$ cat src/rtl/i_buf_controller_pkg.sv
// -----------------------------------------------------------------------------
// i_buf_controller_pkg
// Shared definitions for the capture-side linebuffer controller: default video
// geometry, word packing constants, FSM state encoding and the byte-lane helper
// used by the pixel packer. The output-side controller uses the same byte-lane
// ordering, so a word written here reads back identically there.
// -----------------------------------------------------------------------------
package i_buf_controller_pkg;

  // Default geometry (overridable per instance)
  localparam int DEF_ADDRESS_WIDTH  = 32;
  localparam int DEF_DISPLAY_WIDTH  = 640;
  localparam int DEF_DISPLAY_HEIGHT = 480;

  // Porch defaults kept alongside the active area for the shared video setup
  localparam int DEF_H_FRONT_PORCH  = 16;
  localparam int DEF_H_SYNC_WIDTH   = 96;
  localparam int DEF_H_BACK_PORCH   = 48;
  localparam int DEF_V_FRONT_PORCH  = 10;
  localparam int DEF_V_SYNC_WIDTH   = 2;
  localparam int DEF_V_BACK_PORCH   = 33;

  // Packing: four RAW8 pixels per 32-bit linebuffer word
  localparam int PIX_PER_WORD = 4;
  localparam int PIX_W        = 8;
  localparam int WORD_W       = 32;

  // Pixel and line counters are 13 bits wide
  localparam int CNT_W = 13;

  // Capture FSM states
  typedef enum logic [1:0] {
    WAIT_FRAME = 2'd0,
    WAIT_LINE  = 2'd1,
    ACTIVE     = 2'd2,
    FLUSH      = 2'd3
  } state_e;

  // Insert one pixel into byte lane 'lane'; lane 0 is the MSB byte, so the
  // first pixel of a group of four lands in bits [31:24].
  function automatic logic [31:0] set_byte_lane(
    input logic [31:0] word,
    input logic [1:0]  lane,
    input logic [7:0]  px
  );
    logic [31:0] w;
    w = word;
    case (lane)
      2'd0:    w[31:24] = px;
      2'd1:    w[23:16] = px;
      2'd2:    w[15:8]  = px;
      2'd3:    w[7:0]   = px;
      default: w[31:24] = px;
    endcase
    return w;
  endfunction

  // Number of linebuffer words needed for one line of 'width' pixels
  function automatic int line_words(input int width);
    return (width + PIX_PER_WORD - 1) / PIX_PER_WORD;
  endfunction

endpackage

$ cat src/rtl/i_buf_controller_pix_packer.sv
// -----------------------------------------------------------------------------
// i_buf_controller_pix_packer
// Packs RAW8 pixels into 32-bit words, first pixel in the MSB byte.
// A push into lane 0 starts a fresh word, so the unused low bytes of a partial
// word are always zero when it is flushed.
// Ports:
//   pclk     in   pixel clock
//   reset_n  in   synchronous reset, active-low
//   clear_i  in   drop any partially packed word and return to lane 0
//   push_i   in   accept data_i into the next byte lane
//   data_i   in   pixel value
//   word_o   out  word under assembly (complete word while full_o is high)
//   cnt_o    out  bytes held in the current partial word (0 = none)
//   full_o   out  1-cycle flag: word_o holds a complete 4-pixel word
// -----------------------------------------------------------------------------
module i_buf_controller_pix_packer
  import i_buf_controller_pkg::*;
(
  input  logic        pclk,
  input  logic        reset_n,
  input  logic        clear_i,
  input  logic        push_i,
  input  logic [7:0]  data_i,
  output logic [31:0] word_o,
  output logic [1:0]  cnt_o,
  output logic        full_o
);

  logic [31:0] word_q;
  logic [1:0]  cnt_q;
  logic        full_q;
  logic [31:0] word_base_s;

  // Lane 0 starts a new word from zero instead of the previous contents
  always_comb begin
    word_base_s = 32'h0000_0000;
    if (cnt_q == 2'd0) begin
      word_base_s = 32'h0000_0000;
    end else begin
      word_base_s = word_q;
    end
  end

  // Byte-lane shift/pack register with completion flag
  always_ff @(posedge pclk) begin
    if (!reset_n) begin
      word_q <= 32'h0000_0000;
      cnt_q  <= 2'd0;
      full_q <= 1'b0;
    end else if (clear_i) begin
      word_q <= 32'h0000_0000;
      cnt_q  <= 2'd0;
      full_q <= 1'b0;
    end else if (push_i) begin
      word_q <= set_byte_lane(word_base_s, cnt_q, data_i);
      cnt_q  <= cnt_q + 2'd1;
      full_q <= (cnt_q == 2'd3);
    end else begin
      full_q <= 1'b0;
    end
  end

  assign word_o = word_q;
  assign cnt_o  = cnt_q;
  assign full_o = full_q;

endmodule

$ cat src/rtl/i_buf_controller.sv
// -----------------------------------------------------------------------------
// i_buf_controller
// Video capture front end. Samples a pclk-synchronous RAW8 stream, packs four
// pixels per 32-bit word and writes them into a ping-pong linebuffer. Bank b
// occupies words [b*LINE_WORDS, (b+1)*LINE_WORDS-1]. Each completed line is
// announced with a line_ready pulse so software can move it to the
// framebuffer; the last line of a frame also pulses frame_done.
// Ports:
//   pclk        in   pixel clock, all logic on rising edge
//   reset_n     in   synchronous reset, active-low
//   vsync       in   vertical sync, active-low; falling edge starts a frame
//   hsync       in   horizontal sync, active-low; lines are framed by vde
//   vde         in   video data enable, high on active pixels
//   i_data      in   RAW8 pixel, valid when vde=1
//   addr        out  linebuffer word address
//   o_data      out  packed pixel word
//   wr_en       out  write strobe, one word per pulse
//   line_ready  out  1-cycle pulse: line complete in ready_bank
//   ready_bank  out  bank of the last completed line
//   line_num    out  index of the last completed line
//   frame_done  out  1-cycle pulse together with the last line's line_ready
//   err_len     out  sticky line-length / aborted-line error
// -----------------------------------------------------------------------------
module i_buf_controller
  import i_buf_controller_pkg::*;
#(
  parameter int ADDRESS_WIDTH  = DEF_ADDRESS_WIDTH,
  parameter int DISPLAY_WIDTH  = DEF_DISPLAY_WIDTH,
  parameter int DISPLAY_HEIGHT = DEF_DISPLAY_HEIGHT
) (
  input  logic                     pclk,
  input  logic                     reset_n,
  input  logic                     vsync,
  input  logic                     hsync,
  input  logic                     vde,
  input  logic [7:0]               i_data,
  output logic [ADDRESS_WIDTH-1:0] addr,
  output logic [31:0]              o_data,
  output logic                     wr_en,
  output logic                     line_ready,
  output logic                     ready_bank,
  output logic [12:0]              line_num,
  output logic                     frame_done,
  output logic                     err_len
);

  localparam int                     LINE_WORDS = line_words(DISPLAY_WIDTH);
  localparam logic [ADDRESS_WIDTH-1:0] BANK1_BASE = ADDRESS_WIDTH'(LINE_WORDS);
  localparam logic [CNT_W-1:0]       PIX_MAX    = CNT_W'(DISPLAY_WIDTH);
  localparam logic [CNT_W-1:0]       LAST_LINE  = CNT_W'(DISPLAY_HEIGHT - 1);

  // FSM and counters
  state_e                   state_q;
  logic                     vsync_prev_q;
  logic                     hsync_unused_q;
  logic                     bank_q;
  logic [CNT_W-1:0]         pix_cnt_q;
  logic [CNT_W-1:0]         line_cnt_q;

  // Registered outputs
  logic [ADDRESS_WIDTH-1:0] addr_q;
  logic [31:0]              o_data_q;
  logic                     wr_en_q;
  logic                     line_ready_q;
  logic                     ready_bank_q;
  logic [12:0]              line_num_q;
  logic                     frame_done_q;
  logic                     err_len_q;

  // Packer interface
  logic                     push_s;
  logic                     clear_s;
  logic [31:0]              word_s;
  logic [1:0]               pend_cnt_s;
  logic                     full_s;

  // Address helpers
  logic                     vsync_fall_s;
  logic [ADDRESS_WIDTH-1:0] base_s;
  logic [ADDRESS_WIDTH-1:0] full_addr_s;
  logic [ADDRESS_WIDTH-1:0] part_addr_s;

  assign vsync_fall_s = vsync_prev_q & ~vsync;

  // Word addresses. A full word is written the cycle after its 4th pixel, when
  // pix_cnt already counts that pixel, hence the -1. A partial word sits at
  // floor(pix_cnt/4).
  always_comb begin
    base_s = {ADDRESS_WIDTH{1'b0}};
    if (bank_q) begin
      base_s = BANK1_BASE;
    end else begin
      base_s = {ADDRESS_WIDTH{1'b0}};
    end
    full_addr_s = base_s + ADDRESS_WIDTH'((pix_cnt_q >> 2'd2) - 13'd1);
    part_addr_s = base_s + ADDRESS_WIDTH'(pix_cnt_q >> 2'd2);
  end

  // Packer control: push accepted pixels, clear whenever a line ends or aborts
  always_comb begin
    push_s  = 1'b0;
    clear_s = 1'b0;
    case (state_q)
      WAIT_FRAME: begin
        clear_s = 1'b1;
      end
      WAIT_LINE: begin
        if (vsync_fall_s) begin
          clear_s = 1'b1;
        end else if (vde) begin
          push_s = 1'b1;
        end else begin
          push_s = 1'b0;
        end
      end
      ACTIVE: begin
        if (vsync_fall_s) begin
          clear_s = 1'b1;
        end else if (vde && (pix_cnt_q < PIX_MAX)) begin
          push_s = 1'b1;
        end else begin
          push_s = 1'b0;
        end
      end
      FLUSH: begin
        clear_s = 1'b1;
      end
      default: begin
        clear_s = 1'b1;
      end
    endcase
  end

  i_buf_controller_pix_packer u_packer (
    .pclk    (pclk),
    .reset_n (reset_n),
    .clear_i (clear_s),
    .push_i  (push_s),
    .data_i  (i_data),
    .word_o  (word_s),
    .cnt_o   (pend_cnt_s),
    .full_o  (full_s)
  );

  // Capture FSM, counters and registered outputs
  always_ff @(posedge pclk) begin
    if (!reset_n) begin
      state_q        <= WAIT_FRAME;
      vsync_prev_q   <= 1'b0;
      hsync_unused_q <= 1'b0;
      bank_q         <= 1'b0;
      pix_cnt_q      <= 13'd0;
      line_cnt_q     <= 13'd0;
      addr_q         <= {ADDRESS_WIDTH{1'b0}};
      o_data_q       <= 32'h0000_0000;
      wr_en_q        <= 1'b0;
      line_ready_q   <= 1'b0;
      ready_bank_q   <= 1'b0;
      line_num_q     <= 13'd0;
      frame_done_q   <= 1'b0;
      err_len_q      <= 1'b0;
    end else begin
      vsync_prev_q   <= vsync;
      hsync_unused_q <= hsync;
      wr_en_q        <= 1'b0;
      line_ready_q   <= 1'b0;
      frame_done_q   <= 1'b0;

      // A word completed on the previous edge is written now, whatever the
      // state; it was complete before any abort could discard it.
      if (full_s) begin
        wr_en_q  <= 1'b1;
        o_data_q <= word_s;
        addr_q   <= full_addr_s;
      end

      case (state_q)
        WAIT_FRAME: begin
          if (vsync_fall_s) begin
            state_q    <= WAIT_LINE;
            line_cnt_q <= 13'd0;
            bank_q     <= 1'b0;
            pix_cnt_q  <= 13'd0;
          end
        end
        WAIT_LINE: begin
          if (vsync_fall_s) begin
            line_cnt_q <= 13'd0;
            bank_q     <= 1'b0;
            pix_cnt_q  <= 13'd0;
          end else if (vde) begin
            state_q   <= ACTIVE;
            pix_cnt_q <= 13'd1;
          end
        end
        ACTIVE: begin
          if (vsync_fall_s) begin
            // Abort: pending partial word is dropped by the packer clear
            state_q    <= WAIT_LINE;
            line_cnt_q <= 13'd0;
            bank_q     <= 1'b0;
            pix_cnt_q  <= 13'd0;
            err_len_q  <= 1'b1;
          end else if (vde) begin
            if (pix_cnt_q < PIX_MAX) begin
              pix_cnt_q <= pix_cnt_q + 13'd1;
            end else begin
              err_len_q <= 1'b1;
            end
          end else begin
            state_q <= FLUSH;
          end
        end
        FLUSH: begin
          if (pend_cnt_s != 2'd0) begin
            wr_en_q  <= 1'b1;
            o_data_q <= word_s;
            addr_q   <= part_addr_s;
          end
          if (pix_cnt_q != PIX_MAX) begin
            err_len_q <= 1'b1;
          end
          line_ready_q <= 1'b1;
          ready_bank_q <= bank_q;
          line_num_q   <= line_cnt_q;
          bank_q       <= ~bank_q;
          line_cnt_q   <= line_cnt_q + 13'd1;
          pix_cnt_q    <= 13'd0;
          if (line_cnt_q == LAST_LINE) begin
            frame_done_q <= 1'b1;
            state_q      <= WAIT_FRAME;
          end else begin
            state_q <= WAIT_LINE;
          end
        end
        default: begin
          state_q <= WAIT_FRAME;
        end
      endcase
    end
  end

  // hsync is sampled for pin parity with the output side only
  logic unused_s;
  assign unused_s = hsync_unused_q;

  assign addr       = addr_q;
  assign o_data     = o_data_q;
  assign wr_en      = wr_en_q;
  assign line_ready = line_ready_q;
  assign ready_bank = ready_bank_q;
  assign line_num   = line_num_q;
  assign frame_done = frame_done_q;
  assign err_len    = err_len_q;

endmodule

$ cat config.mk
export PLATFORM = sky130hd
export DESIGN_NAME = i_buf_controller
export DESIGN_NICKNAME = d
export VERILOG_FILES = /design/src/rtl/i_buf_controller_pkg.sv /design/src/rtl/i_buf_controller_pix_packer.sv /design/src/rtl/i_buf_controller.sv
export SDC_FILE = /design/constraint.sdc
export NUM_CORES = 1
export LEC_CHECK = 0
export CAP_MARGIN = 10
export CORE_ASPECT_RATIO = 2
export CORE_MARGIN = 1.5
export CORE_UTILIZATION = 49
export CTS_CLUSTER_SIZE = 8
export DETAILED_ROUTE_END_ITERATION = 12
export PLACE_DENSITY = 0.7
export SLEW_MARGIN = 20
export SYNTH_ARGS = -nofsm -noshare
export SYNTH_HDL_FRONTEND = slang
export SYNTH_SLANG_ARGS = --single-unit
$ cat constraint.sdc
create_clock -name pclk -period 7.2 [get_ports pclk]
set_clock_uncertainty 0.05 [all_clocks]
set_input_delay 1.44 -clock pclk [delete_from_list [all_inputs] [get_ports pclk]]
set_output_delay 1.44 -clock pclk [all_outputs]
set_load 0.02 [all_outputs]
Word-level counts from Yosys, hierarchy flattened

Index checks and enable logic that the tools add are counted.

Output and inout port bits: 82
Flip-flop bits (word level): 147
Input port bits: 13

Reduce and logical (&&, ||, !) cells: 21
$add $sub $neg: 6
Mux-type cells: 46
Equal/unequal tests: 18
Bitwise logic cells: 5
Order comparisons: 1

Operator list:

| kind                  | count |
|---|---|
| $mux 32               | 7 |
| $mux 13               | 6 |
| $pmux 13 s4           | 1 |
| $mux 8                | 5 |
| $add 13x1->13 const B | 2 |
| $pmux 13 s2           | 1 |
| $mux 1                | 16 |
| $ne 3x3->1 const B    | 5 |
| $add 9x12->13         | 1 |
| $eq 13x9->1 const B   | 1 |
| $lt 13x10->1 const B  | 1 |
| $ne 13x10->1 const B  | 1 |
| $add 8x11->12         | 1 |
| $reduce_and 4->1      | 3 |
| $sub 11x1->12 const B | 1 |
| $mux 2                | 5 |
| $reduce_and 2->1      | 5 |
| $reduce_bool 2->1     | 5 |
| $eq 2x2->1 const B    | 4 |
| $ne 2x2->1 const B    | 4 |
| $pmux 1 s2            | 4 |
| $pmux 2 s4            | 1 |
| $reduce_or 2->1       | 3 |
| $reduce_or 3->1       | 2 |
| 7 further kinds       | 12 |

Longest topological paths before layout

Gate-level depths: netlist (run 1).

Word-level depth: 7
Depth in mapped cells: 12
Gate-level depth less buffers: 11

Cells and area by module

Synthesis (run 1) repeated with hierarchy kept, for this count alone.

Cell total of the unflattened synthesis: 723
Area, all modules: 6,349.8 um^2

By module, submodules not included:

| module                      | instances | area each (um^2) | cells an instance | sequential area each (um^2) |
|---|---|---|---|---|
| i_buf_controller            | 1         | 5,033.6          | 592               | 2,242.2 |
| i_buf_controller_pix_packer | 1         | 1,316.3          | 131               | 700.7 |

Worst setup path before layout (run 1)

No wires, ideal clock.

Path type: input-to-reg
Start: input port vsync
End: register u_packer.word_q[24], in the netlist u_packer.word_o[24]
Stages on the path: 8
Required time: 7.022 ns
Path slack: 4.303 ns
Arrival time: 2.719 ns
Cells stage by stage: nand2b_1 -> clkbuf_1 -> nand3_1 -> nor2_1 -> and2_1 -> buf_4 -> mux2i_1 -> nor2_1

Cells in the longest elaborated chain, start to end: 5
Elaborated cells on any way between the ends: 9

Ends and longest elaborated chain:

| element                                                              | RTL line                                         | RTL |
|---|---|---|
| start: declaration                                                   | i_buf_controller.sv:33                           | `input logic vsync,` |
| $not 1->1 (*)                                                        | i_buf_controller.sv:83                           | `assign vsync_fall_s = vsync_prev_q & ~vsync;` |
| $and 1x1->1 (*)                                                      | i_buf_controller.sv:83                           |  |
| $mux 1 (on tied branches)                                            | i_buf_controller.sv:117, i_buf_controller.sv:108 |  |
| $pmux 1 s2                                                           | i_buf_controller.sv:103                          | `case (state_q)` |
| $reduce_and 2->1 (no line) / $reduce_or 2->1 (equally long branches) | -                                                |  |
| end signal: assignment                                               | i_buf_controller_pix_packer.sv:55                | `word_q <= set_byte_lane(word_base_s, cnt_q, data_i);` |
| end: declaration                                                     | i_buf_controller_pix_packer.sv:29                | `logic [31:0] word_q;` |

Mark *: on every way between the ends. The rest lies on a longest branch, timed or not.
A chain may end at the register's enable or synchronous reset.

==> results.yml, run 1 <==
clock_tree:
  ctsRootBufferMaster: "clkbuf_16"
  cts-htree-levels: 4
  cts-resized-gates: 0
  cts.clk_slew.worst_paths_ns: 0.06
  hold_buffers: 0
  cts_setup_buffers: 0
  cts.path.max_buffers: 2
  cts_tree: "built"
  clock_latency_ns: 0.41
  cts_buffers: 17
  clkSinkCount: 147
power:
  switching_share_pct: 23.80
  p_comb_share_pct: 4.7
  power_density_mw_per_mm2: 222.0
  irDropWorstVdd_v: 0.0001925
  p_leak_uw: 0.002903
  p_int_uw: 1319
  p_switching_uw: 411.9
  clockPowerShare_pct: 48.0
  p_seq_share_pct: 47.3
logic_synthesis:
  synth_ff_type: "dfxtp_1"
  async_reset_ff_share_pct: 0
  synth_edf_count: 0
  yosysSeqAreaShare_pct: 46.88
  synth.distinct_cells: 55
  avgSynthCellArea_um2: 8.506
  synth_nets: 772
  synth_commonest_cells: "147 x dfxtp_1, 108 x nand2_1, 102 x nor2_1"
  synth.area.top_cells: "dfxtp_1 47%, nand2_1 6.5%, nor2_1 6.1%, a21oi_1 5.3%, mux2i_1 4.3%"
  ys_warn_count: 0
  syn_area_mm2: 0.006277
  ys_ff_latch: 147
  netlist_instances: 738
  netlist.area_leader.share_pct: 46.88
  yosysTopAreaCell: "dfxtp_1"
  yosys.cell_count.top_type: "dfxtp_1"
sta:
  max_clock_freq_mhz: 246.3
  tightestPinTransition_ns: 1.014
  period_share_pct: 56.38
  hold_viol: 0
  finalWorstSetupSlack_ns: 3.141
  setup-violations-final: 0
  min_period_ns: 4.059
  slew_viol_final: 0
  slew_headroom_pct: 32.41
  setup_tns_ns: 0
  rsz0062_at_grt: "no"
global_route:
  grt_use_met2_pct: 43.61
  track_usage_pct: 22.84
  grt.met1_usage_pct: 23.49
  grt.met3_usage_pct: 3.992
  grt_max_degree: 48
  grt_pass1_vias: 5239
  grt_pass1_wl_um: 24930
  grt.busiest_layer: "met2"
  overflow: 0
  antenna_found_initial: 0
route:
  avgViaCountPerCell: 5.579
  first_pass_iters: 5
  wire_per_inst_um: 15.78
  antenna_left: 0
  route.detailed.drc: 0
  wl_um: 15290
  num_vias: 5406
  drt_iter0_markers: 263
critical_path:
  end_kind: "register"
  criticalPathCategory: "input pin to register"
  crit_path_start_kind: "input pin"
  crit_arrival_ns: 4.36
  worst-path-max-fanout: 47
  cp.required_ns: 7.50
final_layout:
  final_cell_area_mm2: 0.007794
  drive_above_1_share_pct: 6.105
  nNetsFinal: 841
  antennaDiodeCount: 0
  num-fill-cells: 1124
  syn_to_final_growth_pct: 24.16
floorplan:
  initial_core_util_pct: 50.00
  die_h_um: 163.1
  die_x_um: 83.04
  placeableCoreArea_mm2: 0.01255
  die_area_mm2: 0.01354
  io_pins: 95
  row_count: 58
job:
  drv_cap: 0
placed_design:
  gp_congestion: 0.8774
  pre_cts_slack_ns: 2.676
  dp_hpwl_um: 10760
  dpl_cell_area_mm2: 0.007237
  port_buffers: 93
run_status:
  status: "complete, no violations"
min_path:
  hold_path.class: "register to register"
final timing paths:
kind	start	end	slack, ns	cells past startpoint
setup reg to reg	pix_cnt_q[4]$_SDFFE_PN0P_	addr[22]$_SDFF_PN0_	3.89	10
setup / recovery	reset_n	addr[22]$_SDFF_PN0_	3.14	6
hold / removal	addr[20]$_SDFF_PN0_	addr[20]$_SDFF_PN0_	0.40	1
hold reg to reg	addr[20]$_SDFF_PN0_	addr[20]$_SDFF_PN0_	0.40	1
layout make-up:
cell class                 count  area [µm²]  area share, %
clock buffer                  18       429.2          5.507
clock inverter                13       125.1          1.605
inverter                      16       60.06         0.7706
multi-input combinational    526        3073          39.43
sequential                   147        2943          37.76
tap                          150       187.7          2.408
timing repair buffer          99       975.9          12.52
critical path, stage by stage:
cell	delay, ns
clkdlybuf4s50_1	0.85
inv_2	0.50
buf_4	0.39
nor4_1	0.29
o21a_1	0.69
a21o_1	0.15
sequential cells by signal, summed over array words and instances (netlist names), 2 cells and up:
signal and cells:
addr 32, o_data 32, u_packer.word_o 32, line_cnt_q 13, line_num 13, pix_cnt_q 13
state_q 2, u_packer.cnt_o 2
cell usage in the layout, fill, tap and decap left out, types with 6 or more instances in the layout:
cell type | synthesis | routed
clkbuf_16 | 0 | 17
nand3_1 | 23 | 23
a21oi_1 | 66 | 66
inv_1 | 16 | 15
mux2i_1 | 27 | 27
nand4_1 | 7 | 7
nand2_1 | 108 | 108
a22oi_1 | 17 | 17
ha_1 | 21 | 21
a21o_1 | 21 | 21
and2_1 | 7 | 7
nor3_1 | 12 | 12
xnor2_1 | 17 | 17
a211oi_1 | 7 | 7
clkdlybuf4s50_1 | 0 | 93
o21a_1 | 9 | 9
nor2_1 | 102 | 100
dfxtp_1 | 147 | 147
o21ai_0 | 17 | 16
buf_4 | 2 | 6
logic make-up (layout without fill, tap and decap cells):
group,Yosys count,in the layout,share of synthesized area (%)
AND/OR/NAND/NOR,290,290,20.43
AO/OA/AOI/OAI,162,162,16.17
flip-flops,147,147,46.88
buffers and inverters,65,146,4.245
multiplexers,31,31,5.023
XOR/XNOR,22,22,3.069
adder cells (fa/ha/maj),21,21,4.186
power groups by stage:
stage | Clock, µW | Sequential (µW) | Combinational (µW)
global placement | 0 | 836 | 77.4
CTS | 849 | 819 | 79.6
floorplan | 0 | 837 | 54.6
global route | 880 | 819 | 89.1
detailed placement | 0 | 837 | 79.4
finish | 831 | 819 | 80.5
stage by stage:
stage               instances  total power (µW)  hold slack, ns  utilization, %
global route              969              1788          0.4196           62.08
floorplan                 738             891.1          0.3821               -
finish                    969              1731          0.4003           62.08
CTS                       969              1747          0.4034           62.06
global placement          938             913.8          0.3844           57.64
detailed placement        938             916.2          0.3883           57.64
metal layers:
layer / part of all wire [%] / up-vias / routed length [µm]
li1: - / 2656 / -
met1: 38 / 2560 / 5743
met2: 56 / 156 / 8522
met3: 4.1 / 34 / 626
met4: 2.6 / 0 / 398
met5: 0 / - / 0
(Power assumes the default switching activity.)
==> run 2: changes to the inputs <==
==> constraint.sdc (replaced) <==
create_clock -name pclk -period 4.1 [get_ports pclk]
set_clock_uncertainty 0.05 [all_clocks]
set_input_delay 0.82 -clock pclk [delete_from_list [all_inputs] [get_ports pclk]]
set_output_delay 0.82 -clock pclk [all_outputs]
set_load 0.02 [all_outputs]
==> run 2 against run 1 <==
  * Worst hold slack got worse by 0.0013 ns
  * Total power rose by 82%
  * Critical path type is now register to register
  * Critical endpoint is now addr[9]$_SDFF_PN0_
  * Die area did not move
  * Via count rose by 0.44%
  * Wire length rose by 1.5%
  * Global-route usage rose by 0.67 points
==> results.yml, run 2 (synthesized netlist as in run 1, its figures left out) <==
critical_path:
  critical_path.slowest_cell: "or4b_4"
  path_cells: "inv_1 -> ha_1 -> or4b_4 -> nor2_1 -> xnor2_1 -> ha_1 -> a21oi_1 -> o21ai_0 -> o32ai_1 -> xnor2_1 -> a2111oi_2"
  reg2reg_depth: 11
  worst-path-max-fanout: 7
  crit_path_start_kind: "register"
  cp_top_family: "compound AO/OA/AOI/OAI gates"
  worst-path-buf-inv: 1
  crit_arrival_ns: 3.52
  rrSetupSlack_ns: 0.85
  cp.required_ns: 4.38
  rr_startpoint: "pix_cnt_q[2]$_SDFFE_PN0P_"
  end_kind: "register"
  max_stage_delay_ns: 0.56
  criticalPathCategory: "register to register"
  timing.rr.end: "addr[9]$_SDFF_PN0_"
global_route:
  track_usage_pct: 23.51
  grt_pass1_wl_um: 25630
  antenna_found_initial: 0
  overflow: 0
  grt_pass1_vias: 5406
  grt_max_degree: 44
job:
  drv_cap: 0
clock_tree:
  ctsRootBufferMaster: "clkbuf_16"
  cts_buffers: 17
  clkSinkCount: 147
  cts_setup_buffers: 0
  cts.clk_slew.worst_paths_ns: 0.07
  cts_tree: "built"
  cts.path.max_buffers: 2
  cts-resized-gates: 0
  hold_buffers: 0
  clock_latency_ns: 0.42
  cts-htree-levels: 4
sta:
  period_share_pct: 79.21
  min_period_ns: 3.248
  rsz0062_at_grt: "no"
  tightestPinTransition_ns: 0.7185
  hold_viol: 0
  slew_headroom_pct: 51.73
  slew_viol_final: 0
  setup_tns_ns: 0
  setup-violations-final: 0
  max_clock_freq_mhz: 307.9
  whs_ns: 0.3991
power:
  irDropWorstVdd_v: 0.0002959
  power_density_mw_per_mm2: 398.9
  p_leak_uw: 0.002960
route:
  wl_um: 15520
  first_pass_iters: 5
  num_vias: 5430
  drt_iter0_markers: 264
  wire_per_inst_um: 15.89
  avgViaCountPerCell: 5.558
  antenna_left: 0
  route.detailed.drc: 0
run_status:
  status: "complete, no violations"
final_layout:
  seq_area_mm2: 0.002943
  antennaDiodeCount: 0
  syn_to_final_growth_pct: 25.67
  layout.cells.non_filler: 977
  drive_above_1_share_pct: 7.134
  nNetsFinal: 848
  multi_input_area_mm2: 0.003073
  num-fill-cells: 1110
  final_cell_mix: "147 x dfxtp_1, 108 x nand2_1, 100 x nor2_1"
  layout_commonest_cell: "dfxtp_1"
placed_design:
  port_buffers: 93
  dp_hpwl_um: 10950
  gp_congestion: 0.9179
  dp.cells: 945
min_path:
  hold_path_end: "addr[29]$_SDFF_PN0_"
  whs_path_depth: 1
  hold_path.class: "register to register"
  worstHoldStart: "addr[29]$_SDFF_PN0_"
floorplan:
  die_h_um: 163.1
  die_x_um: 83.04
  placeableCoreArea_mm2: 0.01255
  die_area_mm2: 0.01354
  row_count: 58
  io_pins: 95
  initial_core_util_pct: 50.00
run 2: changes by cell type in the layout (fill, tap and decap cells not counted), moves of 2 or more:
cell	delta
buf_4	+7
inv_8	+3
clkinv_2	-2
clkinv_4	-2
inv_6	+2
run 2: where the power goes:
group | internal (µW) | switching, µW
sequential | 1430 | 4.81
clock | 884 | 677
combinational | 46.6 | 102
total | 2360 | 784
run 2: worst max-delay path by stage:
stage                              startpoint                                to  slack, ns  cells after the start
floorplan           pix_cnt_q[2]$_SDFFE_PN0P_                addr[9]$_SDFF_PN0_       1.35                     11
global placement                        vsync  u_packer.word_o[28]$_SDFFE_PP0P_       0.86                      8
detailed placement                      vsync  u_packer.word_o[30]$_SDFFE_PP0P_       0.75                      8
CTS                 pix_cnt_q[2]$_SDFFE_PN0P_                addr[9]$_SDFF_PN0_       0.87                     11
global route        pix_cnt_q[4]$_SDFFE_PN0P_                addr[9]$_SDFF_PN0_       0.56                     10
finish              pix_cnt_q[2]$_SDFFE_PN0P_                addr[9]$_SDFF_PN0_       0.85                     11
run 2: per-layer routing:
layer,wire length [µm],track usage [%],vias up
met1,5839,24.05,2566
met5,0,0,-
met3,593,3.891,38
li1,-,-,2675
met2,8570,44.72,151
met4,520,12.88,0
run 2: worst register-to-register path, stage by stage, from the launching register on:
cell and delay [ns]:
dfxtp_1 0.37, inv_1 0.14, ha_1 0.27, or4b_4 0.56, nor2_1 0.14, xnor2_1 0.09
ha_1 0.22, a21oi_1 0.32, o21ai_0 0.15, o32ai_1 0.35, xnor2_1 0.14, a2111oi_2 0.35
run 2: final cells by class:
type                       instances  area share (%)
clock buffer                      18           5.567
multi-input combinational        526           38.95
inverter                          16          0.7613
clock inverter                    14           1.998
tap                              150           2.379
sequential                       147           37.30
timing repair buffer             106           13.04
run 2: stage by stage:
stage               total power (µW)  instance area [µm²]  setup WS [ns]  utilization, %
global placement                1611                 7289         0.8611           58.06
global route                    3257                 7889         0.5566           62.84
floorplan                       1565                 6277          1.355               -
detailed placement              1616                 7289         0.7515           58.06
finish                          3147                 7889         0.8524           62.84
CTS                             3177                 7886         0.8690           62.82
==> run 3: changes to the inputs <==
==> constraint.sdc (replaced) <==
create_clock -name pclk -period 3 [get_ports pclk]
set_clock_uncertainty 0.05 [all_clocks]
set_input_delay 0.6 -clock pclk [delete_from_list [all_inputs] [get_ports pclk]]
set_output_delay 0.6 -clock pclk [all_outputs]
set_load 0.02 [all_outputs]
==> run 3 against run 2 <==
  * Total power is 38% higher
  * First-iteration DRC count is 6.1% higher
  * Sequential power grew 36%
  * Combinational power increased by 42%
  * Maximum frequency grew 15%
  * Register-to-register slack worse by 0.69 ns
  * Worst setup slack worse by 0.69 ns
  * Die area is the same
  * Critical path type unchanged
  * Utilization up 1.3 points
==> results.yml, run 3 (synthesized netlist as in run 1, its figures left out) <==
sta:
  hold_viol: 0
  slew_viol_final: 0
  whs_ns: 0.4002
  setup-violations-final: 0
  rsz0062_at_grt: "yes"
  finalWorstSetupSlack_ns: 0.1655
  tightestPinTransition_ns: 0.5642
  slew_headroom_pct: 62.13
  min_period_ns: 2.835
  setup_tns_ns: 0
  max_clock_freq_mhz: 352.8
  period_share_pct: 94.48
floorplan:
  die_x_um: 83.04
  die_area_mm2: 0.01354
  row_count: 58
  placeableCoreArea_mm2: 0.01255
  initial_core_util_pct: 50.00
  io_pins: 95
  die_h_um: 163.1
final_layout:
  nNetsFinal: 864
  final_cell_mix: "147 x dfxtp_1, 108 x nand2_1, 100 x nor2_1"
  syn_to_final_growth_pct: 28.22
  antennaDiodeCount: 0
  layout.cells.non_filler: 993
  drive_above_1_share_pct: 9.134
  layout_commonest_cell: "dfxtp_1"
route:
  avgViaCountPerCell: 5.469
  num_vias: 5431
  antenna_left: 0
  route.detailed.drc: 0
  first_pass_iters: 6
  wl_um: 15760
  wire_per_inst_um: 15.87
  drt_iter0_markers: 280
critical_path:
  rrSetupSlack_ns: 0.17
  crit_arrival_ns: 3.10
  criticalPathCategory: "register to register"
  end_kind: "register"
  rr_startpoint: "pix_cnt_q[3]$_SDFFE_PN0P_"
  worst-path-max-fanout: 5
  crit_path_start_kind: "register"
  timing.rr.end: "addr[9]$_SDFF_PN0_"
  cp.required_ns: 3.27
  reg2reg_depth: 11
min_path:
  worstHoldStart: "addr[26]$_SDFF_PN0_"
  whs_path_depth: 1
  hold_path.class: "register to register"
  hold_path_end: "addr[26]$_SDFF_PN0_"
placed_design:
  pre_cts_slack_ns: 0.1711
  dp_hpwl_um: 10980
  dp.cells: 961
  gp_congestion: 0.8739
  port_buffers: 93
clock_tree:
  clkSinkCount: 147
  cts.clk_slew.worst_paths_ns: 0.06
  clock_latency_ns: 0.42
  cts_buffers: 17
  cts.path.max_buffers: 2
  hold_buffers: 0
  ctsRootBufferMaster: "clkbuf_16"
  cts-htree-levels: 4
  cts_tree: "built"
global_route:
  track_usage_pct: 23.38
  grt_pass1_wl_um: 25320
  overflow: 0
  grt_pass1_vias: 5261
  grt_max_degree: 75
  antenna_found_initial: 0
power:
  power_density_mw_per_mm2: 540.3
  p_leak_uw: 0.003056
  irDropWorstVdd_v: 0.0003809
  p_total_uw: 4349
run_status:
  status: "complete, no violations"
job:
  drv_cap: 0
-- run 3: worst max path at each step --
stage	from	end	slack (ns)	depth (start not counted)
6_report	pix_cnt_q[3]$_SDFFE_PN0P_	addr[9]$_SDFF_PN0_	0.17	11
5_1_grt	pix_cnt_q[3]$_SDFFE_PN0P_	addr[9]$_SDFF_PN0_	-0.02	11
4_1_cts	pix_cnt_q[3]$_SDFFE_PN0P_	addr[9]$_SDFF_PN0_	0.13	11
3_5_place_dp	pix_cnt_q[3]$_SDFFE_PN0P_	addr[9]$_SDFF_PN0_	0.17	11
3_3_place_gp	pix_cnt_q[3]$_SDFFE_PN0P_	addr[9]$_SDFF_PN0_	0.21	11
2_1_floorplan	pix_cnt_q[2]$_SDFFE_PN0P_	addr[9]$_SDFF_PN0_	0.25	11
-- run 3: area by class of cell --
cell class,count,area (µm²)
Clock buffer,18,439.2
Clock inverter,14,163.9
Multi-Input combinational cell,526,3082
Inverter,16,60.06
Fill cell,1077,4506
Tap cell,150,187.7
Timing Repair Buffer,122,1174
Sequential cell,147,2943
-- run 3: where the power goes --
group          total [µW]  switching, µW  internal (µW)
Sequential           1960           6.29           1960
Combinational         210            142           67.6
Clock                2180            898           1280
-- run 3: metal layers --
metal / track usage (%) / vias to the layer above / share of wire (%)
met4: 10.68 / 0 / 2.4
met2: 45.86 / 150 / 55
met1: 23.63 / 2542 / 38
li1: - / 2706 / -
met3: 3.840 / 33 / 4.0
met5: 0 / - / 0
-- run 3: metrics by stage --
step	util [%]	cell area, µm²
final	64.11	8049
after global routing	64.11	8049
after CTS	64.02	8038
after detailed placement	59.22	7435
after global placement	59.22	7435
after floorplan	-	6277
-- run 3: timing repair --
| item | CTS | global route |
|---|---|---|
| gates resized for setup | 0 | 3 |
| setup buffers | 0 | 0 |
| setup endpoints to repair | 0 | 23 |
-- run 3: worst max-delay path, stage by stage, from the launching register on --
cell       delay [ns]
dfxtp_1          0.36
inv_1            0.14
ha_1             0.20
or4b_4           0.47
nor2_1           0.15
xnor2_1          0.09
ha_1             0.24
a21oi_2          0.18
o21ai_0          0.09
o32ai_1          0.27
xnor2_1          0.13
a2111oi_2        0.35
